**config.mk**
```make
export PLATFORM = sky130hd
export DESIGN_NAME = duty_clk_ctrl
export DESIGN_NICKNAME = d
export VERILOG_FILES = /design/src/rtl/duty_clk_ctrl.sv
export SDC_FILE = /design/constraint.sdc
export NUM_CORES = 1
export LEC_CHECK = 0
export ABC_AREA = 1
export BUFFER_PORTS_ARGS = -buffer_cell sky130_fd_sc_hd__buf_2
export CAP_MARGIN = 10
export CORE_UTILIZATION = 40
export CTS_CLUSTER_DIAMETER = 200
export DETAILED_ROUTE_END_ITERATION = 10
export PLACE_DENSITY = 0.6
export SLEW_MARGIN = 10
export SYNTH_ARGS = -nofsm -noshare
export SYNTH_HDL_FRONTEND = slang
export SYNTH_SLANG_ARGS = --single-unit
```
**constraint.sdc**
```tcl
create_clock -name clk -period 2.2 [get_ports clk]
set_clock_uncertainty 0.05 [all_clocks]
set_input_delay 0.66 -clock clk [delete_from_list [all_inputs] [get_ports clk]]
set_output_delay 0.66 -clock clk [all_outputs]
set_load 0.01 [all_outputs]
```
**src/rtl/duty_clk_ctrl.sv**
```systemverilog
// Programmable duty-cycle clock generator. The config handshake feeds an
// iterative divider that computes the high time. The result is shadow-buffered
// and only applied at a period boundary, so clk_out never glitches.
module duty_clk_ctrl #(
    parameter int unsigned CNT_W  = 8,
    parameter int unsigned PERIOD = 4,
    parameter int unsigned DUTY   = 50
) (
    input  logic             clk,
    input  logic             rst_n,
    input  logic             enable,
    input  logic             cfg_valid,
    output logic             cfg_ready,
    input  logic [CNT_W-1:0] cfg_period,
    input  logic [6:0]       cfg_duty,
    output logic             cfg_err,
    output logic             clk_out,
    output logic             period_tick,
    output logic             running
);

    localparam int unsigned PW = CNT_W + 7;       // product / dividend width
    localparam int unsigned SW = $clog2(PW);      // divide step counter width
    localparam logic [CNT_W-1:0] PERIOD0 = CNT_W'(PERIOD);
    localparam logic [CNT_W-1:0] HIGH0   = CNT_W'(PERIOD * DUTY / 100);

    typedef enum logic {StIdle, StRun} state_t;

    state_t           state;
    logic [CNT_W-1:0] cnt;
    logic [CNT_W-1:0] act_period, act_high;
    logic             pend_valid;
    logic [CNT_W-1:0] pend_period, pend_high;

    logic             busy;
    logic [SW-1:0]    step;
    logic [6:0]       rem;
    logic [PW-1:0]    quo;
    logic [CNT_W-1:0] calc_period;

    logic [7:0]       trial;
    logic [6:0]       rem_nxt;
    logic [PW-1:0]    quo_nxt;
    logic             calc_done;
    logic [CNT_W-1:0] calc_high;
    logic             cfg_take, cfg_bad;
    logic [CNT_W-1:0] idle_period, idle_high, bnd_high;
    logic             at_boundary;

    // One restoring-division step: dividend shifts out of quo, quotient shifts in
    always_comb begin
        trial = {rem, quo[PW-1]};
        if (trial >= 8'd100) begin
            rem_nxt = 7'(trial - 8'd100);
            quo_nxt = {quo[PW-2:0], 1'b1};
        end else begin
            rem_nxt = trial[6:0];
            quo_nxt = {quo[PW-2:0], 1'b0};
        end
    end

    assign calc_done   = busy && (step == SW'(PW - 1));
    assign calc_high   = quo_nxt[CNT_W-1:0];
    assign cfg_ready   = !busy && !pend_valid;
    assign cfg_take    = cfg_valid && cfg_ready;
    assign cfg_bad     = (cfg_period < CNT_W'(2)) || (cfg_duty > 7'd100);
    assign at_boundary = (cnt == act_period - CNT_W'(1));

    // Config that takes effect on the next IDLE edge (a finishing divide wins)
    always_comb begin
        idle_period = act_period;
        idle_high   = act_high;
        if (calc_done) begin
            idle_period = calc_period;
            idle_high   = calc_high;
        end else if (pend_valid) begin
            idle_period = pend_period;
            idle_high   = pend_high;
        end
        bnd_high = pend_valid ? pend_high : act_high;
    end

    // Config handshake and iterative divider
    always_ff @(posedge clk or negedge rst_n) begin
        if (!rst_n) begin
            busy        <= 1'b0;
            step        <= '0;
            rem         <= '0;
            quo         <= '0;
            calc_period <= '0;
            cfg_err     <= 1'b0;
        end else begin
            cfg_err <= cfg_take && cfg_bad;
            if (cfg_take && !cfg_bad) begin
                busy        <= 1'b1;
                step        <= '0;
                rem         <= '0;
                quo         <= {7'b0, cfg_period} * {{CNT_W{1'b0}}, cfg_duty};
                calc_period <= cfg_period;
            end else if (busy) begin
                rem  <= rem_nxt;
                quo  <= quo_nxt;
                step <= step + SW'(1);
                if (calc_done) begin
                    busy <= 1'b0;
                end
            end
        end
    end

    // Run FSM, period counter, shadow apply and registered outputs
    always_ff @(posedge clk or negedge rst_n) begin
        if (!rst_n) begin
            state       <= StIdle;
            cnt         <= '0;
            act_period  <= PERIOD0;
            act_high    <= HIGH0;
            pend_valid  <= 1'b0;
            pend_period <= '0;
            pend_high   <= '0;
            clk_out     <= 1'b0;
            period_tick <= 1'b0;
            running     <= 1'b0;
        end else begin
            period_tick <= 1'b0;
            unique case (state)
                StIdle: begin
                    cnt        <= '0;
                    clk_out    <= 1'b0;
                    running    <= 1'b0;
                    act_period <= idle_period;
                    act_high   <= idle_high;
                    pend_valid <= 1'b0;
                    if (enable) begin
                        state   <= StRun;
                        running <= 1'b1;
                        clk_out <= (idle_high != '0);
                    end
                end
                StRun: begin
                    if (at_boundary) begin
                        period_tick <= 1'b1;
                        cnt         <= '0;
                        if (!enable) begin
                            state   <= StIdle;
                            clk_out <= 1'b0;
                            running <= 1'b0;
                        end else begin
                            if (pend_valid) begin
                                act_period <= pend_period;
                                act_high   <= pend_high;
                                pend_valid <= 1'b0;
                            end
                            clk_out <= (bnd_high != '0);
                        end
                    end else begin
                        cnt     <= cnt + CNT_W'(1);
                        clk_out <= ((cnt + CNT_W'(1)) < act_high);
                    end
                    // A divide finishing during RUN waits for the next boundary
                    if (calc_done) begin
                        pend_valid  <= 1'b1;
                        pend_period <= calc_period;
                        pend_high   <= calc_high;
                    end
                end
                default: state <= StIdle;
            endcase
        end
    end

endmodule

```
==> results of run 1 <==
cell type report:
type | instances | area share (%)
multi-input cells | 571 | 48.93
inverters | 157 | 7.556
repair buffers | 98 | 10.35
clock inverters | 6 | 0.9585
well taps | 211 | 3.371
clock buffers | 10 | 2.923
flip-flops and latches | 81 | 25.91
layer usage:
layer  vias to the layer above  track usage (%)  part of all wire [%]
met5                         -                0                     0
met4                         0            5.744                   1.7
met3                        18            3.422                   2.6
met2                        65            31.84                    49
met1                      2450            24.55                    47
li1                       2760                -                     -
report_power, final:
| part | total, W | switching [W] | leakage, nW | internal [W] |
|---|---|---|---|---|
| logic | 0.00181 | 0.000911 | 3.22 | 0.000904 |
| clock network | 0.00152 | 0.000623 | 0.145 | 0.000895 |
| registers | 0.00149 | 0 | 0.927 | 0.00149 |
state kept, by name, summed over array words and instances (netlist names):
register / cells
act_high: 8
act_period: 8
busy: 1
calc_period: 8
cfg_err: 1
clk_out: 1
cnt: 8
pend_high: 8
pend_period: 8
pend_valid: 1
period_tick: 1
quo: 15
rem: 7
running: 1
state: 1
step: 4
worst min path at each step:
stage,startpoint,end,slack (ns),cells after the start
2_1_floorplan,rst_n,act_high[0],0.31,0
4_1_cts,rst_n,act_period[6],0.19,1
3_5_place_dp,quo[13],quo[13],0.42,2
5_1_grt,rst_n,act_period[6],0.21,1
3_3_place_gp,quo[12],quo[12],0.42,2
6_report,rst_n,act_period[6],0.20,1
cell usage in the layout (no fill, tap or decap), types with 5 or more instances in the layout:
master       n
a21oi_1     13
a21oi_2      6
buf_2       15
buf_4       63
buf_6       14
clkbuf_16    9
dfrtp_1     79
fa_1        29
ha_1        35
ha_4        10
inv_1      138
inv_2       18
mux2i_1      6
nand2_1    220
nand2_2     27
nand3_1     52
nand3_2      5
nor2_1      40
o211ai_1    10
o21ai_0     52
o21ai_1      7
xnor2_1      6
xor2_1      15
critical path: cells and delay by family:
kind	cells	cell delay, ns
fa+ha+maj	5	2.27
simple gates	7	0.46
compound gates	2	0.23
buf+inv	6	0.35
kinds of logic (layout without fill, tap and decap cells):
logic type | count (synthesis) | in the layout
AND/OR/NAND/NOR | 364 | 364
buffers and inverters | 192 | 271
AO/OA/AOI/OAI | 102 | 102
flip-flops | 81 | 81
adder cells (fa/ha/maj) | 75 | 75
XOR/XNOR | 24 | 24
multiplexers | 6 | 6
synth_stat cells, drive strengths merged:
cell	number	area, um^2
nand2	249	969.7
a31oi	2	12.51
and3b	1	8.760
nor3	4	20.02
nand3	58	307.8
o211ai	10	75.07
nor2	45	183.9
ha	46	575.6
xnor2	6	52.55
o22ai	4	25.02
o21ai	59	295.3
fa	29	580.6
dfstp	2	52.55
o21a	1	7.510
o21bai	1	7.510
dfrtp	79	1977
xor2	18	157.7
a21oi	21	105.1
a22oi	3	22.52
buf	21	123.9
inv	157	589.3
o31ai	1	7.510
nand3b	2	15.01
nand4	5	37.53
mux2i	6	60.06
clkbuf	14	52.55
stage by stage:
step	utilization [%]	setup slack (ns)	cell area (um^2)	total power (W)
final	51.14	-1.584	7833	0.004822
after global routing	51.14	-1.784	7833	0.005181
after CTS	50.06	-1.577	7666	0.004798
after detailed placement	46.76	-2.006	7161	0.003140
after global placement	46.76	-1.956	7161	0.003133
after floorplan	-	-1.825	6495	0.002573
what timing repair did:
| action | CTS | global route |
|---|---|---|
| pin swaps | 25 | 15 |
| resized for setup | 42 | 38 |
| endpoints found under the setup margin | 13 | 17 |
| buffers inserted | 5 | 4 |
| hold buffers | 0 | 0 |
==> summary.txt, run 1 <==
IO buf count: 23
R2r worst-path depth: 12
Die ar.: 0.01631 mm^2
Drt pass-1 iters: 4
Yosys cell types: 38
Unrepaired setup endpoints after global routing: true
Max-slew violation count: 0
Starting Density: 41.28%
RR Endpoint: clk_out
Run status: finished with violations
Pin count of the biggest net entering global routing: 53
Via count: 5,293
Main combinational cell family by area after synthesis: simple AND/OR/NAND/NOR gates
Initial antenna violation count: 0
CTS buffer count: 9
Ys Warns: 0
Inst Count DP: 1,109
Mapped Cells: 844
Post-synth net total: 938
Fillers: 1,501
Synth Area in Compound Gates: 8.826%
Critical-path top delay cell: fa_1
Die width: 127.7 um
Clock Sink Count: 81
Detailed-route vias per instance: 4.668
Headroom to the max-slew limit: 73.03%
Worst skew pair latency: 0.34 ns
Critical Path RT: 2.38 ns
PwrDens: 615.6 mW/mm^2
Root Buffer: clkbuf_16
Inserted Diodes: 0
Critical-path cell list: buf_8, nand2_2, inv_2, fa_1, inv_1, fa_1, inv_1, fa_1, inv_1, fa_1, inv_2, ha_4, a21oi_4, o21a_1, nand2_2, nand2_1, nand3_1, nand3_1, nand2_1, nand2_1
Die H: 127.7 um
Post-Synth Adder-Cell Area: 18.29%
# H-tree levels: 3
XOR/XNOR Fraction of Synth Area: 3.325%
DRT antenna net count: 0
Arr. time, crit path: 3.96 ns
Row cnt: 45
Setup crit start: cfg_period[3]
Total track usage: 18.85%
Syn-to-layout area delta: 23.89%
DR DRC count: 0
Final hold violation count: 0
Final setup vio count: 12
Maximum vdd drop: 0.4169 mV
First-pass GRT wire length: 24.32 mm
Longest Clk Path Bufs: 2
Worst hold margin: 0.1958 ns
CP Max Fanout: 5
Post-DP HPWL: 10.78 mm
LEAKAGE: 4.292 nW
Routability-driven placement congestion ratio: 0.7734
Tcrit/Tclk final: 172.0%
Startpoint types: input port
Vias in the first global route: 5,259
Clk slew on worst S/H paths: 0.07 ns
Post-Synth Simple-Gate Area: 24.40%
MaxCap Viol Count: 0
Io pins: 24
Synthesized flop and latch total: 81
Wire per inst: 12.27 um
FF-to-FF setup slack: 0.04 ns
Area taken by multi-input logic gates: 0.003832 mm^2
Pin slew with the least headroom to its limit: 0.4036 ns
Synth Cell Area: 0.006322 mm^2
Failing checks: negative setup slack
Final Instance Count excl. Fillers: 1,134
Total Nets Final: 1,012
Sequential Area: 0.002029 mm^2
Sequential area share after synthesis: 32.10%
Fmax: 264.3 MHz
Crit end category: flip-flop
Crit path time final: 3.784 ns
CTS tree: yes
Drt total wl: 13.92 mm
Reg2Reg Launch Point: cnt[1]
Mux contribution to synthesized area: 0.9499%
Global route total overflow: 0
Layout cells sized above 1: 21.89%
Core ar.: 0.01531 mm^2
Worst hold-check path type: in -> async
Setup_tns: -16.11 ns
Most used cell, CP: fa_1
Worst setup path end: quo[11]
Crit path kind: in -> reg
PnR worst setup slack: -1.584 ns
Crit-path max cell delay: 0.54 ns
Synthesized area per cell: 7.491 um^2
DRT iter0 DRCs: 217
No activity file was read; power rests on OpenSTA's default activity.
==> inputs of run 2 (changes only) <==
--- a/config.mk
+++ b/config.mk
@@ -6,12 +6,12 @@
 export NUM_CORES = 1
 export LEC_CHECK = 0
 export ABC_AREA = 1
-export BUFFER_PORTS_ARGS = -buffer_cell sky130_fd_sc_hd__buf_2
+export BUFFER_PORTS_ARGS = -buffer_cell sky130_fd_sc_hd__buf_4
 export CAP_MARGIN = 10
 export CORE_UTILIZATION = 40
 export CTS_CLUSTER_DIAMETER = 200
 export DETAILED_ROUTE_END_ITERATION = 10
-export PLACE_DENSITY = 0.6
+export PLACE_DENSITY_LB_ADDON = 0.25
 export SLEW_MARGIN = 10
 export SYNTH_ARGS = -nofsm -noshare
 export SYNTH_HDL_FRONTEND = slang
==> run 2 against run 1 <==
The run still ends with negative setup slack left. Clock power barely moved. First-iteration DRC count rose by 24%. Global-route usage shrank 0.39 points. Sequential power barely moved. Non-clock buffer count shrank 1. Worst hold slack gained 0.018 ns. Clock-buffer cell count unchanged. Register-to-register slack worse by 0.04 ns. Flip-flop and latch count is the same. Critical path type unchanged. Largest cell class unchanged.
==> summary.txt, run 2 (synthesis results as in run 1) <==
Die ar.: 0.01631 mm^2 (unchanged)
Critical Path RT: 2.38 ns (about the same)
Critical-path cell list: buf_8, nand2_4, inv_2, fa_1, inv_1, fa_1, inv_1, fa_1, inv_1, fa_1, inv_2, ha_4, a21oi_4, o21a_1, nand2_2, nand2_2, nand2_1, nand2_1, nand3_1, nand2_1, nand2_1
Io pins: 24 (unchanged)
Pint: 0.003339 W (+1.6%)
Tcrit/Tclk final: 171.7% (-0.35 points)
FF-to-FF setup slack: 0 ns (-0.04 ns)
First-pass GRT wire length: 24.09 mm (-0.94%)
Drt total wl: 13.72 mm (-1.4%)
Die H: 127.7 um (unchanged)
GRT met3 Usage: 3.255% (-0.17 points)
Vias in the first global route: 5,251 (-0.15%)
Critical-path top delay cell: fa_1
Pin count of the biggest net entering global routing: 34 (-36%)
Commonest non-fill, non-tap cell in the layout: nand2_1
Initial antenna violation count: 0 (unchanged)
Routability-driven placement congestion ratio: 0.8226 (+6.4%)
Headroom to the max-slew limit: 70.45% (-2.6 points)
Crit path time final: 3.777 ns (-0.007640 ns)
DR DRC count: 0 (unchanged)
Via count: 5,262 (-0.59%)
Setup_tns: -15.84 ns (+0.2725 ns)
Global route total overflow: 0 (unchanged)
IO buf count: 23 (unchanged)
Clk slew on worst S/H paths: 0.06 ns (about the same)
Wire per inst: 12.11 um (-1.4%)
Worst skew pair latency: 0.34 ns (about the same)
Inserted Diodes: 0 (unchanged)
Maximum vdd drop: 0.4104 mV (-1.6%)
Reg2Reg Launch Point: cnt[1]
Starting Density: 41.28% (unchanged)
Largest Register: quo
Unrepaired setup endpoints after global routing: true
Total Nets Final: 1,011 (-0.099%)
LEAKAGE: 4.318 nW (+0.59%)
Switching Fraction: 31.53% (-0.27 points)
DRT iter0 DRCs: 269 (+24%)
Clock share of power: 30.5% (-1.0 points)
Crit path kind: in -> reg
Fmax: 264.8 MHz (+0.20%)
Max FFs per register: 15 (unchanged)
CTS buffer count: 9 (unchanged)
R2r worst-path depth: 12 (unchanged)
Worst Path Buf+Inv: 6 (unchanged)
Final hold violation count: 0 (unchanged)
M1 GR Usage: 24.31% (-0.24 points)
PnR worst setup slack: -1.577 ns (+0.007640 ns)
Total track usage: 18.46% (-0.39 points)
Detailed-route vias per instance: 4.644 (-0.50%)
CTS tree: yes
Row cnt: 45 (unchanged)
Max-slew violation count: 0 (unchanged)
Top Family by Delay on Critical Path: adder cells
Worst hold-check path type: in -> async
Most frequent cells in the layout: 218 x nand2_1, 139 x inv_1, 79 x dfrtp_1
Post-DP HPWL: 10.66 mm (-1.1%)
Syn-to-layout area delta: 25.07%
Crit-path max cell delay: 0.52 ns (-0.02 ns)
Sequential power share: 30.5% (-0.4 points)
Failing checks: negative setup slack
RR Endpoint: clk_out
Met2 Use GR: 31.81% (-0.032 points)
Core ar.: 0.01531 mm^2 (unchanged)
Combinational share of power: 39.0% (+1.4 points)
Drt pass-1 iters: 4 (unchanged)
PwrDens: 616.8 mW/mm^2 (+0.19%)
GR peak layer: met2
Switching pwr: 0.001538 W (+0.30%)
Crit end category: flip-flop
Arr. time, crit path: 3.95 ns (about the same)
DRT antenna net count: 0 (unchanged)
Root Buffer: clkbuf_16
MaxCap Viol Count: 0 (unchanged)
# H-tree levels: 3 (unchanged)
Longest Clk Path Bufs: 2 (unchanged)
Startpoint types: input port
Layout Utilization: 51.63% (+0.49 points)
Run status: finished with violations
Clock Sink Count: 81 (unchanged)
Final setup vio count: 12 (unchanged)
Pin slew with the least headroom to its limit: 0.4433 ns (+0.03964 ns)
CP Max Fanout: 5 (unchanged)
Fillers: 1,497 (-0.27%)
Layout cells sized above 1: 21.58% (-0.30 points)
Die width: 127.7 um (unchanged)
run 2: metrics by stage:
step                hold WS, ns  cell area, um^2  worst slack, ns  power [W]  cells
finish                   0.2140             7908           -1.577   0.004877   1133
global route             0.2357             7908           -1.767   0.005211   1133
CTS                      0.2171             7631           -1.563   0.004749   1126
detailed placement       0.4219             7236           -1.981   0.003121   1110
global placement         0.4144             7236           -1.946   0.003115   1110
floorplan                0.3144             6495           -1.825   0.002573    844
run 2: how the worst max path moves through the flow:
stage                  startpoint      end  depth (start not counted)
finish                cfg_duty[3]  quo[13]                         21
global route          cfg_duty[3]  quo[13]                         21
detailed placement  cfg_period[3]  quo[11]                         21
CTS                 cfg_period[3]  quo[13]                         21
global placement    cfg_period[3]  quo[11]                         21
floorplan           cfg_period[3]  quo[11]                         20
run 2: power by group through the flow:
stage	Clock [W]	Sequential, W	Combinational (W)
finish	0.00149	0.00149	0.00190
global route	0.00158	0.00149	0.00214
CTS	0.00153	0.00149	0.00172
detailed placement	0	0.00152	0.00160
global placement	0	0.00152	0.00160
floorplan	0	0.00152	0.00106
run 2: final cells by class:
cell class	count	area [um^2]	share of cell area, %
clock buffers	10	229.0	2.896
clock inverters	6	66.31	0.8386
inverters	157	591.8	7.484
multi-input cells	571	3836	48.51
flip-flops and latches	81	2029	25.66
well taps	211	264.0	3.339
repair buffers	97	890.9	11.27
run 2: timing repair:
item | in CTS | in global routing
hold buffers | 0 | 0
endpoints found under the setup margin | 12 | 13
gates resized for setup | 26 | 56
pin swaps | 23 | 33
setup buffers | 0 | 7
run 2: metal layers:
layer,vias to the layer above,wire (um),part of all wire (%)
li1,2745,-,-
met1,2456,6580,48
met2,50,6696,49
met3,11,343,2.5
met4,0,95,0.69
met5,-,0,0
==> inputs of run 3 (changes only) <==
--- a/config.mk
+++ b/config.mk
@@ -11,7 +11,6 @@
 export CORE_UTILIZATION = 40
 export CTS_CLUSTER_DIAMETER = 200
 export DETAILED_ROUTE_END_ITERATION = 10
-export PLACE_DENSITY_LB_ADDON = 0.25
 export SLEW_MARGIN = 10
 export SYNTH_ARGS = -nofsm -noshare
 export SYNTH_HDL_FRONTEND = slang
==> run 3 against run 2 <==
The run still ends with negative setup slack left. Non-clock buffer count is the same. Sequential share of layout area grew 0.23 points. Routed wire length grew 1.3%. Utilization shrank 0.46 points. Clock-buffer cell count shrank 1. Die area is the same. Critical path depth is the same. Via count shrank 0.27%. Register-to-register slack gained 0.12 ns. Critical path type unchanged. Largest power group unchanged.
==> summary.txt, run 3 (synthesis results as in run 1) <==
DRT antenna net count: 0 (unchanged)
Wire per inst: 12.27 um (+1.3%)
Routability-driven placement congestion ratio: 0.7861 (-4.4%)
Crit-path max cell delay: 0.52 ns (about the same)
PwrDens: 626.3 mW/mm^2 (+1.5%)
Die H: 127.7 um (unchanged)
Total track usage: 18.76% (+0.31 points)
Starting Density: 41.28% (unchanged)
# H-tree levels: 3 (unchanged)
Critical Path RT: 2.39 ns (about the same)
Clock share of power: 29.0% (-1.5 points)
CTS buffer count: 9 (unchanged)
Sequential power share: 30.3% (-0.2 points)
Die width: 127.7 um (unchanged)
Switching pwr: 0.001630 W (+5.9%)
IO buf count: 23 (unchanged)
Run status: finished with violations
Headroom to the max-slew limit: 73.55% (+3.1 points)
Io pins: 24 (unchanged)
Commonest non-fill, non-tap cell in the layout: nand2_1
Clk slew on worst S/H paths: 0.07 ns (about the same)
Detailed-route vias per instance: 4.632 (-0.27%)
Final hold violation count: 0 (unchanged)
Pint: 0.003279 W (-1.8%)
Final setup vio count: 12 (unchanged)
Drt pass-1 iters: 4 (unchanged)
Finished Cell Area: 0.007838 mm^2 (-0.89%)
Most frequent cells in the layout: 215 x nand2_1, 143 x inv_1, 79 x dfrtp_1
Drt total wl: 13.90 mm (+1.3%)
Max FFs per register: 15 (unchanged)
Placed cell area: 0.007211 mm^2 (-0.35%)
DRT iter0 DRCs: 218 (-19%)
Crit path time final: 3.777 ns (+0.00004000 ns)
Crit path kind: in -> reg
MaxCap Viol Count: 0 (unchanged)
First-pass GRT wire length: 24.35 mm (+1.1%)
Crit end category: flip-flop
Combinational share of power: 40.7% (+1.7 points)
Unrepaired setup endpoints after global routing: true
Inserted Diodes: 0 (unchanged)
Fmax: 264.8 MHz (about the same)
Failing checks: negative setup slack
Post-DP HPWL: 10.72 mm (+0.49%)
CTS tree: yes
CP Max Fanout: 5 (unchanged)
Die ar.: 0.01631 mm^2 (unchanged)
Global route total overflow: 0 (unchanged)
Setup_tns: -16.14 ns (-0.3027 ns)
Root Buffer: clkbuf_16
Max-slew violation count: 0 (unchanged)
Pin count of the biggest net entering global routing: 46 (+35%)
Top Family by Delay on Critical Path: adder cells
Worst Path Buf+Inv: 6 (unchanged)
Via count: 5,248 (-0.27%)
LEAKAGE: 4.307 nW (-0.25%)
Syn-to-layout area delta: 23.97%
Critical-path top delay cell: fa_1
Row cnt: 45 (unchanged)
Initial antenna violation count: 0 (unchanged)
Clock Sink Count: 81 (unchanged)
PnR worst setup slack: -1.577 ns (-0.00004000 ns)
Critical-path cell list: buf_8, nand2_2, inv_2, fa_1, inv_1, fa_1, inv_1, fa_1, inv_1, fa_1, inv_2, ha_4, a21oi_4, o21a_1, nand2_2, nand2_2, nand2_1, nand2_1, nand3_1, nand2_1, nand2_1
Switching Fraction: 33.20% (+1.7 points)
Worst skew pair latency: 0.34 ns (about the same)
Tcrit/Tclk final: 171.7% (about the same)
Startpoint types: input port
Pin slew with the least headroom to its limit: 0.3958 ns (-0.04750 ns)
DR DRC count: 0 (unchanged)
Worst hold-check path type: in -> async
Core ar.: 0.01531 mm^2 (unchanged)
Layout cells sized above 1: 21.48% (-0.11 points)
Longest Clk Path Bufs: 2 (unchanged)
Largest Register: quo
Vias in the first global route: 5,262 (+0.21%)
CTS Hold Bufs: 0 (unchanged)
Total Nets Final: 1,011 (unchanged)
Maximum vdd drop: 0.3963 mV (-3.4%)
Arr. time, crit path: 3.96 ns (about the same)
[run 3: cell type report]
class	instances	area, um^2
Clock buffer	9	225.2
Clock inverter	7	53.80
Timing Repair Buffer	97	839.6
Multi-Input combinational cell	571	3836
Inverter	157	589.3
Tap cell	211	264.0
Sequential cell	81	2029
Fill cell	1515	7477
[run 3: worst register-to-register path, stage by stage, from the launching register on]
cell and delay [ns]:
dfrtp_1 0.41, ha_1 0.20, nand3_1 0.11, nand3b_1 0.19
xor2_1 0.19, inv_1 0.08, ha_1 0.27, inv_1 0.05
o31ai_1 0.21, a21oi_1 0.07, nand3_1 0.07, nand3_1 0.06
[run 3: worst paths after layout]
path | from | endpoint | slack [ns] | cells past startpoint
max in group asynchronous | rst_n | act_high[1] | 1.37 | 2
worst max-delay path | cfg_duty[3] | quo[13] | -1.58 | 21
worst min-delay path | rst_n | act_period[6] | 0.13 | 1
min in group clk | pend_high[1] | pend_high[1] | 0.43 | 2
worst max register to register | cnt[0] | clk_out | 0.12 | 11
worst min register to register | pend_high[1] | pend_high[1] | 0.43 | 2
[run 3: metal layers]
metal,global-route usage [%],share of wire (%)
met1,24.39,49
met2,32.26,48
met3,3.381,2.2
met4,4.706,0.94
met5,0,0
[run 3: through the flow]
stage	util (%)	instances	setup slack, ns	hold slack (ns)	power [W]
floorplan	-	844	-1.825	0.3144	0.002573
global placement	47.08	1110	-1.957	0.4163	0.003156
detailed placement	47.08	1110	-2.004	0.4227	0.003159
CTS	49.95	1129	-1.587	0.1183	0.004704
global route	51.18	1133	-1.778	0.1244	0.005233
finish	51.18	1133	-1.577	0.1279	0.004909
[run 3: repair_timing]
action | CTS | global route
setup buffers | 3 | 4
endpoints found under the setup margin | 13 | 14
resized for setup | 32 | 40
pin swaps | 16 | 29
[run 3: power groups by stage]
stage / clock network [W] / logic [W] / registers (W)
global placement: 0 / 0.00164 / 0.00152
detailed placement: 0 / 0.00164 / 0.00152
global route: 0.00151 / 0.00223 / 0.00149
floorplan: 0 / 0.00106 / 0.00152
finish: 0.00142 / 0.00200 / 0.00149
CTS: 0.00145 / 0.00176 / 0.00149
